`src/rtl/mem_arbiter.sv`:
```
// Round-robin arbiter sharing one single-port RAM between a CPU data port (0) and a loader/debug port (1).
// Each access is IDLE -> ACCESS (-> RESP for reads); read data returns through a registered rvalid/rdata pulse.
module mem_arbiter #(
    parameter int WORD = 8,
    parameter int ADDR = 8
) (
    input  logic            i_clk,
    input  logic            i_rst,
    input  logic            i_req0,
    input  logic            i_req1,
    input  logic            i_we0,
    input  logic            i_we1,
    input  logic [ADDR-1:0] i_addr0,
    input  logic [ADDR-1:0] i_addr1,
    input  logic [WORD-1:0] i_wdata0,
    input  logic [WORD-1:0] i_wdata1,
    output logic            o_gnt0,
    output logic            o_gnt1,
    output logic            o_rvalid0,
    output logic            o_rvalid1,
    output logic [WORD-1:0] o_rdata0,
    output logic [WORD-1:0] o_rdata1,
    output logic [ADDR-1:0] o_mem_addr,
    output logic [WORD-1:0] o_mem_wdata,
    output logic            o_mem_we,
    input  logic [WORD-1:0] i_mem_rdata
);

    typedef enum logic [1:0] {
        S_IDLE   = 2'd0,
        S_ACCESS = 2'd1,
        S_RESP   = 2'd2
    } state_t;

    state_t          r_state;
    logic            r_last;
    logic            r_owner;
    logic            r_we;
    logic [ADDR-1:0] r_addr;
    logic [WORD-1:0] r_wdata;
    logic            r_gnt0;
    logic            r_gnt1;
    logic            r_rvalid0;
    logic            r_rvalid1;
    logic [WORD-1:0] r_rdata0;
    logic [WORD-1:0] r_rdata1;

    logic            w_win;
    logic            w_access;

    // On a tie the port that did not win last time goes first; a lone requester always wins.
    assign w_win    = (i_req0 && i_req1) ? ~r_last : i_req1;
    assign w_access = (r_state == S_ACCESS);

    always_ff @(posedge i_clk or posedge i_rst) begin
        if (i_rst) begin
            r_state   <= S_IDLE;
            r_last    <= 1'b1;
            r_owner   <= 1'b0;
            r_we      <= 1'b0;
            r_addr    <= '0;
            r_wdata   <= '0;
            r_gnt0    <= 1'b0;
            r_gnt1    <= 1'b0;
            r_rvalid0 <= 1'b0;
            r_rvalid1 <= 1'b0;
            r_rdata0  <= '0;
            r_rdata1  <= '0;
        end else begin
            r_gnt0    <= 1'b0;
            r_gnt1    <= 1'b0;
            r_rvalid0 <= 1'b0;
            r_rvalid1 <= 1'b0;
            case (r_state)
                S_IDLE: begin
                    if (i_req0 || i_req1) begin
                        r_state <= S_ACCESS;
                        r_owner <= w_win;
                        r_last  <= w_win;
                        r_we    <= w_win ? i_we1    : i_we0;
                        r_addr  <= w_win ? i_addr1  : i_addr0;
                        r_wdata <= w_win ? i_wdata1 : i_wdata0;
                        r_gnt0  <= ~w_win;
                        r_gnt1  <= w_win;
                    end
                end
                S_ACCESS: begin
                    r_state <= r_we ? S_IDLE : S_RESP;
                end
                S_RESP: begin
                    r_state <= S_IDLE;
                    if (r_owner) begin
                        r_rdata1  <= i_mem_rdata;
                        r_rvalid1 <= 1'b1;
                    end else begin
                        r_rdata0  <= i_mem_rdata;
                        r_rvalid0 <= 1'b1;
                    end
                end
                default: r_state <= S_IDLE;
            endcase
        end
    end

    // RAM side is decoded from state so reset clears it without waiting for a clock.
    assign o_mem_we    = w_access & r_we;
    assign o_mem_wdata = w_access ? r_wdata : '0;
    assign o_mem_addr  = (w_access || (r_state == S_RESP)) ? r_addr : '0;

    assign o_gnt0    = r_gnt0;
    assign o_gnt1    = r_gnt1;
    assign o_rvalid0 = r_rvalid0;
    assign o_rvalid1 = r_rvalid1;
    assign o_rdata0  = r_rdata0;
    assign o_rdata1  = r_rdata1;

endmodule

```
`config.mk`:
```
export PLATFORM = sky130hd
export DESIGN_NAME = mem_arbiter
export DESIGN_NICKNAME = d
export VERILOG_FILES = /design/src/rtl/mem_arbiter.sv
export SDC_FILE = /design/constraint.sdc
export NUM_CORES = 1
export LEC_CHECK = 0
export BUFFER_PORTS_ARGS = -buffer_cell sky130_fd_sc_hd__buf_2
export CAP_MARGIN = 5
export CELL_PAD_IN_SITES_DETAIL_PLACEMENT = 1
export CELL_PAD_IN_SITES_GLOBAL_PLACEMENT = 2
export CORE_MARGIN = 2
export CORE_UTILIZATION = 27
export DETAILED_ROUTE_END_ITERATION = 12
export PLACE_DENSITY = 0.74
export SLEW_MARGIN = 10
export SYNTH_ARGS = -nofsm -noshare
export SYNTH_HDL_FRONTEND = slang
export SYNTH_SLANG_ARGS = --single-unit
```
`constraint.sdc`:
```
create_clock -name i_clk -period 1.8 [get_ports i_clk]
set_input_delay 0.09 -clock i_clk [delete_from_list [all_inputs] [get_ports i_clk]]
set_output_delay 0.09 -clock i_clk [all_outputs]
set_load 0.01 [all_outputs]
```
==> impl_metrics.ini <==
[power]
power_frac_comb_pct = 47.1
p_per_area_mw_per_mm2 = 1720
p_leak_nw = 1.25
seqPwrFrac_pct = 37.8
ir_drop_mv = 0.519
netSwitchingPower_mw = 1.59
pwr-share-clk_pct = 15.0
p_int_mw = 2.61
switching_share_pct = 37.8

[logic_synthesis]
synth_nets = 218
synth_seq_cells = 41
synth_compound_area_share_pct = 13.5
yosysTopAreaCell = dfrtp_1
synth_area_per_cell_sq_um = 11.0
yosysSeqAreaShare_pct = 55.5
yosys_warnings = 0
synth_mux_area_share_pct = 10.4
synth_fa_ha_area_share_pct = 2.71
synth_top_family_by_area = simple AND/OR/NAND/NOR gates
syn_area_sq_mm = 0.00185
synth_cell_type_count = 24
synth-xor-area-share_pct = 0
synth_top_area_share_pct = 54.1
synthSimpleGateAreaFrac_pct = 14.6
synth.area.top_cells = dfrtp_1 (54%), mux2_2 (10%), a21oi_1 (7.6%)
netlist_instances = 168

[route]
antenna_left = 0
firstDrtPassIters = 3
drt_iter0_drc = 31
wl_per_cell_um = 14.8
wl_mm = 4.97
num_vias = 1536
drcViolationCount = 0
viasPerCell = 4.59

[run]
maxCapViolCount = 0

[timing]
finalHoldViolCount = 0
period_minus_slack_ps = 1620
clock-skew-final_ps = 5.43
rsz0062_at_grt = false
worst_pin_slew_ps = 602
max_freq_mhz = 618
slew_headroom_pct = 59.8
finalSetupTns_ps = 0
slew_violations = 0
setup_ws_ps = 182
finalSetupViolCount = 0
period_share_pct = 89.9

[critical_path]
r2r-start = r_state[1]
cp-start-kind = flip-flop
cp-startpoint = r_state[1]
r2r-end = r_state[0]
path_max_fanout = 4
path_class = flip-flop to flip-flop
crit_path_end_kind = flip-flop
reg2reg_slack_ps = 180
reg2regPathDepth = 4
crit_end = r_state[0]
worstPathRequired_ps = 1980
worstPathArrival_ps = 1800

[finish]
fin_area_sq_mm = 0.00245
area_growth_pct = 32.3
antenna_cells = 0
drive_above_1_share_pct = 45.9
fin_cells = 335
fin_util_pct = 36.4
layout.nets = 304

[clocking]
cts-buffers-inserted = 5
clock_latency_ps = 290
cts_tree = yes
cts_setup_buffers = 0
clockBufferDepth = 2
clk_pin_slew_ps = 80
htree_levels = 2
cts_sinks = 41
root_buffer = clkbuf_8

[floorplanning]
num_rows = 30
die-area_sq_mm = 0.00753
dieHeight_um = 86.8
start_util_pct = 27.5
die_w_um = 86.8
io_pins = 83
coreArea_sq_mm = 0.00672

[placed_design]
pre_cts_slack_ps = 178
place.detailed.hpwl_mm = 3.65
portBuffers = 82
dp.cells = 326
place_area_sq_mm = 0.00234
place_congestion = 0.743

[grt]
grt_max_degree = 25
grt_antenna_before_repair = 0
grt_pass1_vias = 1679
grt_pass1_wl_mm = 8.14
grt.total_usage_pct = 14.1
grt_overflow_total = 0

[status]
status = finished, final reports clean

[worst_hold_path]
hp-class = primary input to flip-flop
holdPathStages = 3
## placed cells by master, fill, tap and decap left out, drive strengths merged
| cell | n |
|---|---|
| a21boi | 1 |
| nand2b | 2 |
| clkinv | 2 |
| nor3b | 1 |
| inv | 5 |
| and2 | 18 |
| dfrtp | 40 |
| dfstp | 1 |
| nor2 | 15 |
| dlygate4sd3 | 1 |
| a21bo | 1 |
| a221o | 3 |
| a21oi | 29 |
| clkbuf | 6 |
| a21o | 1 |
| ha | 4 |
| o21ai | 2 |
| buf | 85 |
| nand2 | 16 |
| and3 | 3 |
| o21a | 1 |
| a31oi | 1 |
| mux2 | 17 |
## area by class of cell
class	count	area, sq um
clock buffer	6	82.6
clock inverter	2	13.8
fill	778	4270
inverter	5	18.8
multi-input combinational	115	762
sequential	41	1030
tap	80	100
timing repair buffer	86	443
## metrics by stage
step / hold slack [ps] / power, mW
after floorplan: 219 / 2.83
after global placement: 165 / 3.59
after detailed placement: 172 / 3.65
after CTS: 18.9 / 4.30
after global routing: 23.5 / 4.58
final: 25.4 / 4.20
## worst min-delay path by stage
stage,start,endpoint,slack (ps)
2_1_floorplan,i_addr0[0],r_addr[0],220
3_3_place_gp,i_rst,r_addr[5],170
3_5_place_dp,i_rst,r_addr[5],170
4_1_cts,i_addr0[6],r_addr[6],20
5_1_grt,i_addr0[5],r_addr[5],20
6_report,i_addr0[2],r_addr[2],30
## synth_stat cells
cell and number:
dfrtp_1 40, a21oi_1 28, and2_1 18, mux2_2 17
nand2_1 16, nor2_1 14, buf_2 6, inv_1 5
ha_1 4, a221o_1 3, and3_1 3, nand2b_1 2
a21bo_2 1, a21boi_4 1, a21o_1 1, a21oi_2 1
a31oi_1 1, buf_6 1, dfstp_2 1, nor2_2 1
nor3b_1 1, o21a_1 1, o21ai_0 1, o21ai_4 1
## routing by layer
metal	track usage (%)	routed length [um]	vias to the layer above
met5	0	0	-
met4	3.41	23	0
met3	3.62	294	2
met2	24.8	2500	54
met1	17.2	2160	742
li1	-	-	738
## critical path, cell delays in order (launching register included)
cell     delay [ps]
dfrtp_1         410
inv_1           120
ha_1            260
nor3b_1         360
mux2_2          380
## cell families after synthesis
logic type	count (synthesis)
and+or+nand+nor	55
DFF	41
AOI/OAI and AO/OA	39
muxes	17
buffers and inverters	12
adders and majority gates	4
## power by group through the flow
stage	Sequential [mW]	Combinational, mW	Clock [mW]
2_1_floorplan	1.68	1.16	0
3_5_place_dp	1.62	2.03	0
4_1_cts	1.59	2.04	0.660
6_report	1.59	1.98	0.632
3_3_place_gp	1.59	2.00	0
5_1_grt	1.65	2.22	0.706
## registers in the layout (all words and copies together), names as in the netlist
register / flops
o_gnt1: 1
r_addr: 8
o_rdata0: 8
r_last: 1
o_gnt0: 1
o_rvalid1: 1
r_wdata: 8
r_state: 2
r_owner: 1
o_rvalid0: 1
r_we: 1
o_rdata1: 8
## repair_timing
action,in CTS,in global routing
endpoints found under the hold margin,22,0
gates resized for setup,0,0
hold buffers,1,0
No activity file was read; power rests on OpenSTA's default activity.
